## src/rtl/pipeline_ctrl_pkg.sv

```systemverilog
// Shared types for the pipeline stall/flush sequencer (package pipes).
// Optional performance counters are enabled with PIPELINE_CTRL_PERF_EN.
package pipes;

  typedef logic [63:0] u64;

  typedef enum logic {
    RUN        = 1'b0,
    REDIR_WAIT = 1'b1
  } ctrl_state_t;

  // Bit order matches the order the pipeline registers are wired: PC first, MEM/WB last.
  typedef struct packed {
    logic stall_pc;
    logic stall_fd;
    logic stall_de;
    logic stall_em;
    logic stall_mw;
    logic flush_fd;
    logic flush_de;
    logic flush_em;
    logic flush_mw;
  } pipe_ctrl_t;

  localparam u64 TARGET_RESET = 64'd0;

  function automatic logic any_flush(input pipe_ctrl_t c);
    return c.flush_fd | c.flush_de | c.flush_em | c.flush_mw;
  endfunction

endpackage

```

## src/rtl/pipeline_ctrl_if.sv

```systemverilog
// Hazard inputs and stall/flush/redirect outputs of pipeline_ctrl.
// The master side is the datapath; the slave side is the sequencer.
interface pipeline_ctrl_if;
  import pipes::*;

  logic i_wait;
  logic d_wait;
  logic ex_busy;
  logic load_use;
  logic redirect;
  u64   redirect_pc;

  logic stall_pc;
  logic stall_fd;
  logic stall_de;
  logic stall_em;
  logic stall_mw;
  logic flush_fd;
  logic flush_de;
  logic flush_em;
  logic flush_mw;
  logic pc_redirect;
  u64   pc_target;
  u64   stall_cycles;
  u64   flush_cycles;

  modport master (
    output i_wait, d_wait, ex_busy, load_use, redirect, redirect_pc,
    input  stall_pc, stall_fd, stall_de, stall_em, stall_mw,
    input  flush_fd, flush_de, flush_em, flush_mw,
    input  pc_redirect, pc_target, stall_cycles, flush_cycles
  );

  modport slave (
    input  i_wait, d_wait, ex_busy, load_use, redirect, redirect_pc,
    output stall_pc, stall_fd, stall_de, stall_em, stall_mw,
    output flush_fd, flush_de, flush_em, flush_mw,
    output pc_redirect, pc_target, stall_cycles, flush_cycles
  );

endinterface

```

## src/rtl/pipeline_ctrl_perf_counter.sv

```systemverilog
// Free-running 64-bit event counter used for the stall/flush statistics.
module pipe_perf_counter
  import pipes::*;
(
  input  logic clk,
  input  logic reset,
  input  logic en,
  output u64   count
);

  always_ff @(posedge clk) begin
    if (reset) begin
      count <= '0;
    end else if (en) begin
      count <= count + 64'd1;
    end
  end

endmodule

```

## src/rtl/pipeline_ctrl.sv

```systemverilog
// Stall/flush sequencer for the five-stage pipeline; holds a redirect while a fetch is in flight.
// Define PIPELINE_CTRL_PERF_EN to build the stall/flush cycle counters.
module pipeline_ctrl
  import pipes::*;
(
  input  logic            clk,
  input  logic            reset,
  pipeline_ctrl_if.slave  bus
);

  ctrl_state_t state;
  u64          latched_target;
  pipe_ctrl_t  ctrl;
  logic        pc_redirect;
  u64          pc_target;
  logic        accept;

  // A redirect is only taken when nothing downstream is holding the pipe.
  assign accept = bus.redirect && !bus.d_wait && !bus.ex_busy;

  always_ff @(posedge clk) begin
    if (reset) begin
      state          <= RUN;
      latched_target <= TARGET_RESET;
    end else begin
      case (state)
        RUN: begin
          if (accept && bus.i_wait) begin
            state          <= REDIR_WAIT;
            latched_target <= bus.redirect_pc;
          end
        end
        REDIR_WAIT: begin
          if (accept) begin
            latched_target <= bus.redirect_pc;
          end else if (!bus.i_wait) begin
            state <= RUN;
          end
        end
        default: state <= RUN;
      endcase
    end
  end

  // Only the highest-priority hazard shapes the control word; REDIR_WAIT adds its own terms on top.
  always_comb begin
    ctrl        = '0;
    pc_redirect = 1'b0;
    pc_target   = (state == REDIR_WAIT) ? latched_target : bus.redirect_pc;
    if (reset) begin
      ctrl.flush_fd = 1'b1;
      ctrl.flush_de = 1'b1;
      ctrl.flush_em = 1'b1;
      ctrl.flush_mw = 1'b1;
      pc_target     = TARGET_RESET;
    end else begin
      if (bus.d_wait) begin
        ctrl.stall_pc = 1'b1;
        ctrl.stall_fd = 1'b1;
        ctrl.stall_de = 1'b1;
        ctrl.stall_em = 1'b1;
        ctrl.flush_mw = 1'b1;
      end else if (bus.ex_busy) begin
        ctrl.stall_pc = 1'b1;
        ctrl.stall_fd = 1'b1;
        ctrl.stall_de = 1'b1;
        ctrl.flush_em = 1'b1;
      end else if (accept) begin
        ctrl.flush_fd = 1'b1;
        ctrl.flush_de = 1'b1;
        if (state == RUN && !bus.i_wait) begin
          pc_redirect = 1'b1;
        end
      end else if (bus.load_use) begin
        ctrl.stall_pc = 1'b1;
        ctrl.stall_fd = 1'b1;
        ctrl.flush_de = 1'b1;
      end else if (bus.i_wait) begin
        ctrl.stall_pc = 1'b1;
        ctrl.flush_fd = 1'b1;
      end

      // The held target loads as soon as the fetch returns, even under a downstream stall.
      if (state == REDIR_WAIT) begin
        ctrl.flush_fd = 1'b1;
        if (bus.i_wait) begin
          ctrl.stall_pc = 1'b1;
        end else if (!accept) begin
          pc_redirect = 1'b1;
        end
      end
    end
  end

  assign bus.stall_pc    = ctrl.stall_pc;
  assign bus.stall_fd    = ctrl.stall_fd;
  assign bus.stall_de    = ctrl.stall_de;
  assign bus.stall_em    = ctrl.stall_em;
  assign bus.stall_mw    = ctrl.stall_mw;
  assign bus.flush_fd    = ctrl.flush_fd;
  assign bus.flush_de    = ctrl.flush_de;
  assign bus.flush_em    = ctrl.flush_em;
  assign bus.flush_mw    = ctrl.flush_mw;
  assign bus.pc_redirect = pc_redirect;
  assign bus.pc_target   = pc_target;

`ifdef PIPELINE_CTRL_PERF_EN
  logic flush_any;
  assign flush_any = any_flush(ctrl);

  pipe_perf_counter u_stall_cnt (
    .clk   (clk),
    .reset (reset),
    .en    (ctrl.stall_pc),
    .count (bus.stall_cycles)
  );

  pipe_perf_counter u_flush_cnt (
    .clk   (clk),
    .reset (reset),
    .en    (flush_any),
    .count (bus.flush_cycles)
  );
`else
  assign bus.stall_cycles = '0;
  assign bus.flush_cycles = '0;
`endif

endmodule

```

## src/flat_wrapper.sv

```systemverilog
// flat-port wrapper written by rule: the top's interface ports become plain ports
module pipeline_ctrl_flat import pipes::*;
  (clk, reset, bus_i_wait, bus_d_wait, bus_ex_busy, bus_load_use, bus_redirect, bus_redirect_pc, bus_stall_pc, bus_stall_fd, bus_stall_de, bus_stall_em, bus_stall_mw, bus_flush_fd, bus_flush_de, bus_flush_em, bus_flush_mw, bus_pc_redirect, bus_pc_target, bus_stall_cycles, bus_flush_cycles);
  pipeline_ctrl_if bus_i ();
  input  logic clk;
  input  logic reset;
  input wire logic [$bits(bus_i.i_wait)-1:0] bus_i_wait;
  input wire logic [$bits(bus_i.d_wait)-1:0] bus_d_wait;
  input wire logic [$bits(bus_i.ex_busy)-1:0] bus_ex_busy;
  input wire logic [$bits(bus_i.load_use)-1:0] bus_load_use;
  input wire logic [$bits(bus_i.redirect)-1:0] bus_redirect;
  input wire logic [$bits(bus_i.redirect_pc)-1:0] bus_redirect_pc;
  output wire logic [$bits(bus_i.stall_pc)-1:0] bus_stall_pc;
  output wire logic [$bits(bus_i.stall_fd)-1:0] bus_stall_fd;
  output wire logic [$bits(bus_i.stall_de)-1:0] bus_stall_de;
  output wire logic [$bits(bus_i.stall_em)-1:0] bus_stall_em;
  output wire logic [$bits(bus_i.stall_mw)-1:0] bus_stall_mw;
  output wire logic [$bits(bus_i.flush_fd)-1:0] bus_flush_fd;
  output wire logic [$bits(bus_i.flush_de)-1:0] bus_flush_de;
  output wire logic [$bits(bus_i.flush_em)-1:0] bus_flush_em;
  output wire logic [$bits(bus_i.flush_mw)-1:0] bus_flush_mw;
  output wire logic [$bits(bus_i.pc_redirect)-1:0] bus_pc_redirect;
  output wire logic [$bits(bus_i.pc_target)-1:0] bus_pc_target;
  output wire logic [$bits(bus_i.stall_cycles)-1:0] bus_stall_cycles;
  output wire logic [$bits(bus_i.flush_cycles)-1:0] bus_flush_cycles;
  assign bus_i.i_wait = bus_i_wait;
  assign bus_i.d_wait = bus_d_wait;
  assign bus_i.ex_busy = bus_ex_busy;
  assign bus_i.load_use = bus_load_use;
  assign bus_i.redirect = bus_redirect;
  assign bus_i.redirect_pc = bus_redirect_pc;
  assign bus_stall_pc = bus_i.stall_pc;
  assign bus_stall_fd = bus_i.stall_fd;
  assign bus_stall_de = bus_i.stall_de;
  assign bus_stall_em = bus_i.stall_em;
  assign bus_stall_mw = bus_i.stall_mw;
  assign bus_flush_fd = bus_i.flush_fd;
  assign bus_flush_de = bus_i.flush_de;
  assign bus_flush_em = bus_i.flush_em;
  assign bus_flush_mw = bus_i.flush_mw;
  assign bus_pc_redirect = bus_i.pc_redirect;
  assign bus_pc_target = bus_i.pc_target;
  assign bus_stall_cycles = bus_i.stall_cycles;
  assign bus_flush_cycles = bus_i.flush_cycles;
  pipeline_ctrl u_core (.clk(clk), .reset(reset), .bus(bus_i));
endmodule
```

## config.mk

```make
export PLATFORM = sky130hd
export DESIGN_NAME = pipeline_ctrl_flat
export DESIGN_NICKNAME = d
export VERILOG_FILES = /design/src/rtl/pipeline_ctrl_pkg.sv /design/src/rtl/pipeline_ctrl_if.sv /design/src/rtl/pipeline_ctrl_perf_counter.sv /design/src/rtl/pipeline_ctrl.sv /design/src/flat_wrapper.sv
export SDC_FILE = /design/constraint.sdc
export NUM_CORES = 1
export LEC_CHECK = 0
export ABC_CLOCK_PERIOD_IN_PS = 1600
export CELL_PAD_IN_SITES_DETAIL_PLACEMENT = 0
export CELL_PAD_IN_SITES_GLOBAL_PLACEMENT = 1
export CORE_MARGIN = 3
export CORE_UTILIZATION = 28
export CTS_BUF_LIST = sky130_fd_sc_hd__clkbuf_2
export CTS_CLUSTER_DIAMETER = 60
export DETAILED_ROUTE_END_ITERATION = 8
export HOLD_SLACK_MARGIN = 0.08
export PLACE_DENSITY_LB_ADDON = 0.1
export SYNTH_ARGS = -nofsm -noshare
export SYNTH_HDL_FRONTEND = slang
export SYNTH_SLANG_ARGS = --single-unit
export TNS_END_PERCENT = 20
```

## constraint.sdc

```tcl
create_clock -name clk -period 1.6 [get_ports clk]
set_input_delay 0.4 -clock clk [delete_from_list [all_inputs] [get_ports clk]]
set_output_delay 0.4 -clock clk [all_outputs]
set_load 0.01 [all_outputs]
```

==> impl_metrics.tcl, run 1 <==
set metrics [dict create \
    dpl.hpwl_microns 9140 \
    drv_slew 0 \
    hp-class "input pin to register" \
    detail-route-antenna-nets 0 \
    path_clk_slew_ns 0.18 \
    grt_max_degree 47 \
    critical_path_class "register to output port" \
    place_ws_ns -0.897 \
    p_int_uw 2370 \
    synth_compound_gate_area_share_pct 1.22 \
    synth_most_common_cell "buf_4" \
    rsz0062_at_grt "true" \
    violations "negative setup slack" \
    synth.distinct_cells 22 \
    power_frac_comb_pct 29.8 \
    endpoint_kind "output port" \
    dr.pass1.iters 3 \
    fin_nets 836 \
    synth_fa_ha_area_share_pct 0 \
    finalWirelength_microns 12700 \
    rows 48 \
    power.density_nw_per_um2 538 \
    switching_share_pct 33.0 \
    die_w_microns 140 \
    synth_ff_type "dfxtp_1" \
    clk_latency_ns 0.51 \
    dieArea_sq_um 19500 \
    final_util_pct 37.8 \
    grt_pass1_wl_microns 20400 \
    gr-usage-all-layers_pct 12.7 \
    drt-initial-drc-count 63 \
    ys_top_cells_by_count "132 x buf_4, 130 x nand2b_1, 128 x mux2i_1" \
    vias 3928 \
    antenna_found_initial 1 \
    yosys.area.top_type "dfxtp_1" \
    synthTopCellsByArea "dfxtp_1 26%, mux2i_1 26%, buf_4 20%" \
    min_path_cells 3 \
    fin_setup_tns_ns -29.17 \
    cts_made_buffers 9 \
    fin_worst_skew_ns 0.0161 \
    hold_slack_ns 0.232 \
    p_leak_uw 0.00281 \
    rr_worst_depth 6 \
    ys_ff_latch 65 \
    htreeDepth 3 \
    root_buffer "clkbuf_2" \
    setup_viol 67 \
    synth-xor-area-share_pct 0.175 \
    synth_area_sq_um 5010 \
    async_flop_share_pct 0 \
    synth-seq-area-share_pct 26.0 \
    net-switching-power_uw 1170 \
    synth_top_family_by_area "multiplexers" \
    synth_mux_area_share_pct 25.6 \
    port_buffers 143 \
    clock_path_buffers 2 \
    post-route-period-util_pct 131 \
    instances_no_fill 995 \
    clock_sinks 65 \
    cts_tree "done" \
    p_clk_share_pct 22.9 \
    hold_viol 0 \
    holdBufCountCts 0 \
    first_global_vias 3921 \
    drc 0 \
    worstPathRequired_ns 1.20 \
    yosys.area_share.simple_pct 22.2 \
    cp.arrival_ns 1.70 \
    start_util_pct 28.8 \
    io_pins 273 \
    die_h_microns 140 \
    crit_path_start_kind "register" \
    fillers 1865 \
    fmax_ghz 0.477 \
    drv_cap 0 \
    wl_per_cell_microns 12.8 \
    drive_gt1_share_pct 22.1 \
    grt_overflow 0 \
    period_minus_slack_ns 2.10 \
    layout_setup_ws_ns -0.498 \
    yosysWarningCount 0 \
    vdd_drop_max_mv 0.211 \
    synth_edf_count 0 \
    core_area_sq_um 17400 \
    placed_cells 958 \
    routabilityCongestion 0.736 \
    yosysTopAreaCellShare_pct 26.0 \
    viasPerCell 3.95 \
    seqPwrFrac_pct 47.4 \
    syn-mean-instance-area_sq_um 8.72 \
    outcome "finished, violations left" \
    critPathMaxFanout 6 \
    syn_to_final_growth_pct 31.3 \
    syn_inst 575 \
]
==> worst paths after layout <==
check	startpoint	end	slack [ns]
min reg2reg	u_core.latched_target[58]$_SDFFE_PP0P_	u_core.latched_target[58]$_SDFFE_PP0P_	0.49
max	u_core.state$_SDFF_PP0_	bus_pc_target[52]	-0.50
min	reset	u_core.state$_SDFF_PP0_	0.23
max reg2reg	u_core.state$_SDFF_PP0_	u_core.latched_target[34]$_SDFFE_PP0P_	0.09
==> routing by layer <==
layer | share of wire (%) | vias up | track usage (%)
li1 | - | 1977 | -
met3 | 7.2 | 19 | 3.20
met4 | 2.3 | 0 | 5.25
met5 | 0 | - | 0
met1 | 43 | 1775 | 15.1
met2 | 48 | 157 | 21.9
==> metrics by stage <==
| step | instance area (sq um) | total power (uW) |
|---|---|---|
| after floorplan | 5490 | 2490 |
| after global placement | 6460 | 2800 |
| after detailed placement | 6460 | 2810 |
| after CTS | 6550 | 3620 |
| after global routing | 6580 | 3780 |
| final | 6580 | 3540 |
==> state kept, by name, summed over array words and instances (netlist names) <==
register / count
u_core.state: 1
u_core.latched_target: 64
==> kinds of logic (layout without fill, tap and decap cells) <==
group / after synthesis / in the layout
compound gates: 9 / 9
xor+xnor: 1 / 1
buf+inv: 167 / 233
flops: 65 / 65
mux: 128 / 128
other cells: 1 / 130
simple gates: 204 / 204
==> layout make-up <==
type / count / area, sq um / share of cell area (%)
Multi-Input combinational cell: 471 / 2970 / 45.2
Timing Repair Buffer: 217 / 1940 / 29.5
Sequential cell: 65 / 1310 / 19.8
Tap cell: 225 / 282 / 4.28
Clock buffer: 10 / 50.0 / 0.760
Clock inverter: 5 / 23.8 / 0.361
Inverter: 1 / 3.75 / 0.0570
Antenna cell: 1 / 2.50 / 0.0380
==> power groups by stage <==
stage	logic (uW)	registers, uW	clock network [uW]
CTS	1060	1680	880
detailed placement	1100	1710	0
global placement	1090	1710	0
floorplan	785	1710	0
global route	1160	1680	930
finish	1050	1680	811
==> worst max-delay path, cell delays in order, from the launching register on <==
cell	delay [ns]
dfxtp_4	0.40
buf_12	0.14
buf_12	0.14
buf_8	0.12
mux2i_1	0.11
nor2_1	0.13
buf_2	0.15
==> placed cells by master, fill, tap and decap left out, drive strengths merged <==
cell type,n
or2,1
clkdlybuf4s50,65
nand2b,130
nor2,68
buf,147
a21oi,3
o21a,1
nor3,1
dfxtp,65
mux2i,128
xnor2,1
clkbuf,10
nor2b,1
diode,1
o21ai,3
o2bb2ai,1
conb,129
nor3b,1
clkinv,5
inv,1
a21o,1
dlygate4sd2,5
nand2,2
==> what timing repair did <==
item	4_1_cts	5_1_grt
gates cloned	6	0
hold endpoints to repair	0	0
setup endpoints to repair	73	72
pin swaps	9	14
setup buffers	16	1
resized for setup	312	10
Power figures use the tool's default switching activity.
==> inputs of run 2 (changes only) <==
--- a/config.mk
+++ b/config.mk
@@ -10,7 +10,6 @@
 export CELL_PAD_IN_SITES_GLOBAL_PLACEMENT = 1
 export CORE_MARGIN = 3
 export CORE_UTILIZATION = 28
-export CTS_BUF_LIST = sky130_fd_sc_hd__clkbuf_2
 export CTS_CLUSTER_DIAMETER = 60
 export DETAILED_ROUTE_END_ITERATION = 8
 export HOLD_SLACK_MARGIN = 0.08
==> run 2 against run 1 <==
  * The flow still finishes with violations (negative setup slack)
  * Combinational power about the same
  * Critical path depth stayed put
  * Final cell count unchanged
  * Clock skew down 0.011 ns
  * Die area unchanged
  * First-iteration DRC count down 7.9%
  * Global-route usage barely moved
  * Register-to-register slack gained 0.03 ns
  * Fmax rose by 11%
  * Power grew 28%
==> impl_metrics.tcl, run 2 (synthesis results as in run 1) <==
set metrics [dict create \
    clock_path_buffers 2 \
    grt_pass1_wl_microns 20400 \
    root_buffer "clkbuf_16" \
    cp.arrival_ns 1.49 \
    finalWirelength_microns 12800 \
    switching_share_pct 27.9 \
    layout_setup_ws_ns -0.295 \
    hp-class "input pin to register" \
    p_clk_share_pct 39.4 \
    vias 3932 \
    dieArea_sq_um 19500 \
    slowest_delay_ns 0.36 \
    first_global_vias 3924 \
    clk_latency_ns 0.33 \
    largest_reg_flops 64 \
    critical_path_class "register to output port" \
    grt_overflow 0 \
    io_pins 273 \
    violations "negative setup slack" \
    fin_setup_tns_ns -13.49 \
    gr-usage-all-layers_pct 12.8 \
    p_leak_uw 0.00292 \
    crit_path_start_kind "register" \
    fin_worst_skew_ns 0.00527 \
    port_buffers 143 \
    rsz0062_at_grt "true" \
    path_clk_slew_ns 0.05 \
    drt-initial-drc-count 58 \
    seqPwrFrac_pct 37.1 \
    antenna_found_initial 1 \
    period_minus_slack_ns 1.89 \
    rows 48 \
    drive_gt1_share_pct 23.0 \
    cts_tree "done" \
    reg_top3 "u_core.latched_target x64, u_core.state x1" \
    viasPerCell 3.95 \
    cts_made_buffers 9 \
    routabilityCongestion 0.736 \
    antenna_cells 0 \
    drv_cap 0 \
    clock_sinks 65 \
    holdBufCountCts 0 \
    fmax_ghz 0.528 \
    p_total_uw 4530 \
    p_int_uw 3260 \
    place_ws_ns -0.897 \
    htreeDepth 3 \
    die_w_microns 140 \
    final_cell_mix "130 x nand2b_1, 129 x conb_1, 124 x mux2i_1" \
    drv_slew 0 \
    vdd_drop_max_mv 0.458 \
    syn_to_final_growth_pct 36.1 \
    crit_top_cell "buf_12" \
    hold_viol 0 \
    power_frac_comb_pct 23.5 \
    grt_max_degree 47 \
    rrSetupSlack_ns 0.12 \
    die_h_microns 140 \
    final_common_cell "nand2b_1" \
    core_area_sq_um 17400 \
    dpl.hpwl_microns 9140 \
    worstPathRequired_ns 1.20 \
    outcome "finished, violations left" \
    critPathMaxFanout 6 \
    setup_viol 67 \
    post_dp_cell_area_sq_um 6460 \
    endpoint_kind "output port" \
    power.density_nw_per_um2 664 \
    dr.pass1.iters 4 \
    final_util_pct 39.2 \
    wl_per_cell_microns 12.9 \
    post-route-period-util_pct 118 \
    regMostFlops "u_core.latched_target" \
    drc 0 \
    detail-route-antenna-nets 0 \
    worstPathCellList "buf_12, buf_12, buf_4, mux2i_1, nor2_1, buf_2" \
    fin_nets 837 \
    start_util_pct 28.8 \
    crit_path_top_delay_cell "dfxtp_4" \
    net-switching-power_uw 1260 \
    fin_area_sq_um 6820 \
]
==> run 2: cell types whose count changed in the layout (fill, tap and decap cells not counted), sizes merged <==
| cell | previous run | this run |
|---|---|---|
| buf | 147 | 143 |
| clkbuf | 10 | 16 |
| clkinv | 5 | 4 |
| clkdlybuf4s15 | 0 | 1 |
| dlygate4sd2 | 5 | 3 |
| clkdlybuf4s50 | 65 | 64 |
| dlymetal6s2s | 0 | 2 |
| diode | 1 | 0 |
==> run 2: power by group through the flow <==
stage               Combinational, uW  Clock, uW  Sequential, uW
floorplan                         785          0            1710
global placement                 1090          0            1710
detailed placement               1100          0            1710
CTS                              1060       1870            1680
global route                     1170       1910            1680
finish                           1060       1780            1680
==> run 2: critical path, delay by kind of cell (launching register included) <==
family	cells	cell delay [ns]
multiplexers	1	0.10
flip-flops	1	0.36
buffers and inverters	4	0.57
AND/OR/NAND/NOR	1	0.14
==> run 2: layout make-up <==
class / count / area [sq um]
fillers: 1826 / 10600
flip-flops and latches: 65 / 1310
well taps: 225 / 282
multi-input cells: 471 / 3000
inverters: 1 / 3.75
clock buffers: 11 / 243
clock inverters: 4 / 20.0
repair buffers: 218 / 1970
==> run 2: stage by stage <==
stage / hold WS, ns / std cells
5_1_grt: 0.455 / 995
3_5_place_dp: 0.463 / 958
3_3_place_gp: 0.458 / 958
4_1_cts: 0.433 / 994
6_report: 0.448 / 995
2_1_floorplan: 0.448 / 703
==> run 2: worst paths after layout <==
kind | startpoint | endpoint | depth (start not counted)
max reg2reg | u_core.state$_SDFF_PP0_ | u_core.latched_target[31]$_SDFFE_PP0P_ | 6
max | u_core.state$_SDFF_PP0_ | bus_pc_target[46] | 6
min | reset | u_core.state$_SDFF_PP0_ | 3
min reg2reg | u_core.latched_target[9]$_SDFFE_PP0P_ | u_core.latched_target[9]$_SDFFE_PP0P_ | 2
==> run 2: routing by layer <==
| layer | global-route usage, % | routed length, microns | vias up |
|---|---|---|---|
| met3 | 3.20 | 908 | 22 |
| met4 | 5.51 | 325 | 2 |
| li1 | - | - | 1975 |
| met2 | 21.9 | 6120 | 160 |
| met5 | 0 | 13 | - |
| met1 | 15.1 | 5430 | 1773 |
==> run 2: what timing repair did <==
| item | CTS | global route |
|---|---|---|
| gates cloned | 6 | 0 |
| gates resized for setup | 297 | 32 |
| endpoints found under the setup margin | 119 | 72 |
| setup buffers | 18 | 1 |
| pin swaps | 13 | 15 |
==> inputs of run 3 (changes only) <==
--- a/config.mk
+++ b/config.mk
@@ -10,6 +10,7 @@
 export CELL_PAD_IN_SITES_GLOBAL_PLACEMENT = 1
 export CORE_MARGIN = 3
 export CORE_UTILIZATION = 28
+export CTS_BUF_LIST = sky130_fd_sc_hd__clkbuf_8
 export CTS_CLUSTER_DIAMETER = 60
 export DETAILED_ROUTE_END_ITERATION = 8
 export HOLD_SLACK_MARGIN = 0.08
==> run 3 against run 2 <==
  * The flow still finishes with violations (negative setup slack)
  * Non-clock buffer count decreased by 1
  * Core utilization is 0.85 points lower
  * Sequential power is essentially flat
  * Setup slack got worse by 0.0063 ns
  * Final cell count shrank 0.10%
  * Hold slack is essentially flat
  * Critical path depth unchanged
  * Fmax shrank 0.33%
  * Sequential share of layout area grew 0.43 points
  * Via count fell by 0.13%
  * Clock skew grew 0.0027 ns
  * Largest power group is now sequential cells
  * Highest routed layer unchanged
==> impl_metrics.tcl, run 3 (synthesis results as in run 1) <==
set metrics [dict create \
    io_pins 273 \
    clk_latency_ns 0.35 \
    rsz0062_at_grt "true" \
    rr_worst_depth 6 \
    seq_area_sq_um 1310 \
    finalWirelength_microns 12800 \
    setup_viol 67 \
    drive_gt1_share_pct 22.5 \
    violations "negative setup slack" \
    dr.pass1.iters 4 \
    instances_no_fill 994 \
    place_ws_ns -0.897 \
    p_leak_uw 0.00285 \
    fmax_ghz 0.526 \
    p_total_uw 3960 \
    crit_path_start_kind "register" \
    multi_input_comb_area_sq_um 2980 \
    viasPerCell 3.95 \
    fin_area_sq_um 6670 \
    worstPathRequired_ns 1.20 \
    first_global_vias 3942 \
    power.density_nw_per_um2 594 \
    detail-route-antenna-nets 0 \
    critPathMaxFanout 6 \
    dieArea_sq_um 19500 \
    hold_viol 0 \
    rows 48 \
    cts_made_buffers 9 \
    antenna_cells 0 \
    power_frac_comb_pct 26.6 \
    placed_cells 958 \
    critical_path_class "register to output port" \
    fin_nets 836 \
    syn_to_final_growth_pct 33.1 \
    clock_sinks 65 \
    path_clk_slew_ns 0.07 \
    p_clk_share_pct 31.1 \
    seqPwrFrac_pct 42.2 \
    min_path_cells 3 \
    endpoint_kind "output port" \
    port_buffers 143 \
    period_minus_slack_ns 1.90 \
    outcome "finished, violations left" \
    net-switching-power_uw 1200 \
    root_buffer "clkbuf_8" \
    largest_reg_flops 64 \
    fin_worst_skew_ns 0.00800 \
    core_area_sq_um 17400 \
    drv_cap 0 \
    start_util_pct 28.8 \
    grt_overflow 0 \
    grt_pass1_wl_microns 20400 \
    antenna_found_initial 1 \
    drc 0 \
    routabilityCongestion 0.736 \
    cts_tree "done" \
    fin_setup_tns_ns -15.24 \
    die_h_microns 140 \
    clock_path_buffers 2 \
    reg_top3 "u_core.latched_target x64, u_core.state x1" \
    cp.arrival_ns 1.50 \
    fillers 1848 \
    post-route-period-util_pct 119 \
    switching_share_pct 30.3 \
    vdd_drop_max_mv 0.295 \
    die_w_microns 140 \
    drt-initial-drc-count 55 \
    regMostFlops "u_core.latched_target" \
    post_dp_cell_area_sq_um 6460 \
    htreeDepth 3 \
    p_int_uw 2760 \
    vias 3927 \
    wl_per_cell_microns 12.9 \
    grt_max_degree 47 \
    dpl.hpwl_microns 9140 \
    final_cell_mix "130 x nand2b_1, 129 x conb_1, 126 x mux2i_1" \
    final_common_cell "nand2b_1" \
    drv_slew 0 \
    gr-usage-all-layers_pct 12.8 \
    layout_setup_ws_ns -0.301 \
    hp-class "input pin to register" \
]
==> run 3: changes by cell type in the layout (fill, tap and decap cells not counted), sizes merged <==
cell	before	now
dlymetal6s2s	2	1
inv	1	2
buf	143	144
clkdlybuf4s15	1	2
clkbuf	16	12
dlygate4sd2	3	4
==> run 3: repair_timing <==
item	in CTS	in global routing
hold buffers	0	0
setup endpoints to repair	117	72
gates cloned	6	0
gates resized for setup	314	11
buffers inserted	18	1
pin swaps	13	12
==> run 3: area by class of cell <==
| cell class | count | area share (%) |
|---|---|---|
| repair buffers | 217 | 29.0 |
| inverters | 1 | 0.0563 |
| well taps | 225 | 4.22 |
| clock buffers | 10 | 2.06 |
| flip-flops and latches | 65 | 19.6 |
| multi-input cells | 471 | 44.7 |
| clock inverters | 5 | 0.356 |
==> run 3: worst paths after layout <==
path	from	end	slack, ns
hold reg to reg	u_core.latched_target[9]$_SDFFE_PP0P_	u_core.latched_target[9]$_SDFFE_PP0P_	0.48
setup / recovery	u_core.state$_SDFF_PP0_	bus_pc_target[52]	-0.30
setup reg to reg	u_core.state$_SDFF_PP0_	u_core.latched_target[31]$_SDFFE_PP0P_	0.14
hold / removal	reset	u_core.state$_SDFF_PP0_	0.45
==> run 3: per-stage QoR <==
stage,utilization (%),hold slack (ns)
4_1_cts,38.3,0.474
3_3_place_gp,37.1,0.458
6_report,38.3,0.448
3_5_place_dp,37.1,0.463
5_1_grt,38.3,0.445
2_1_floorplan,-,0.448
==> run 3: power groups by stage <==
stage	registers, uW	clock network, uW	logic, uW
final	1670	1230	1060
after detailed placement	1710	0	1100
after CTS	1670	1310	1060
after floorplan	1710	0	785
after global placement	1710	0	1090
after global routing	1680	1360	1160
==> run 3: worst max-delay path: stages (launching register included) <==
cell	delay (ns)
dfxtp_4	0.36
buf_12	0.14
buf_12	0.14
buf_8	0.12
mux2i_1	0.11
nor2_1	0.14
buf_2	0.15
==> run 3: routing by layer <==
| layer | global-route usage, % | part of all wire, % | up-vias |
|---|---|---|---|
| met5 | 0 | 0.10 | - |
| met4 | 5.61 | 2.4 | 2 |
| met3 | 3.20 | 7.1 | 21 |
| met2 | 21.9 | 48 | 163 |
| met1 | 15.1 | 42 | 1770 |
| li1 | - | - | 1971 |
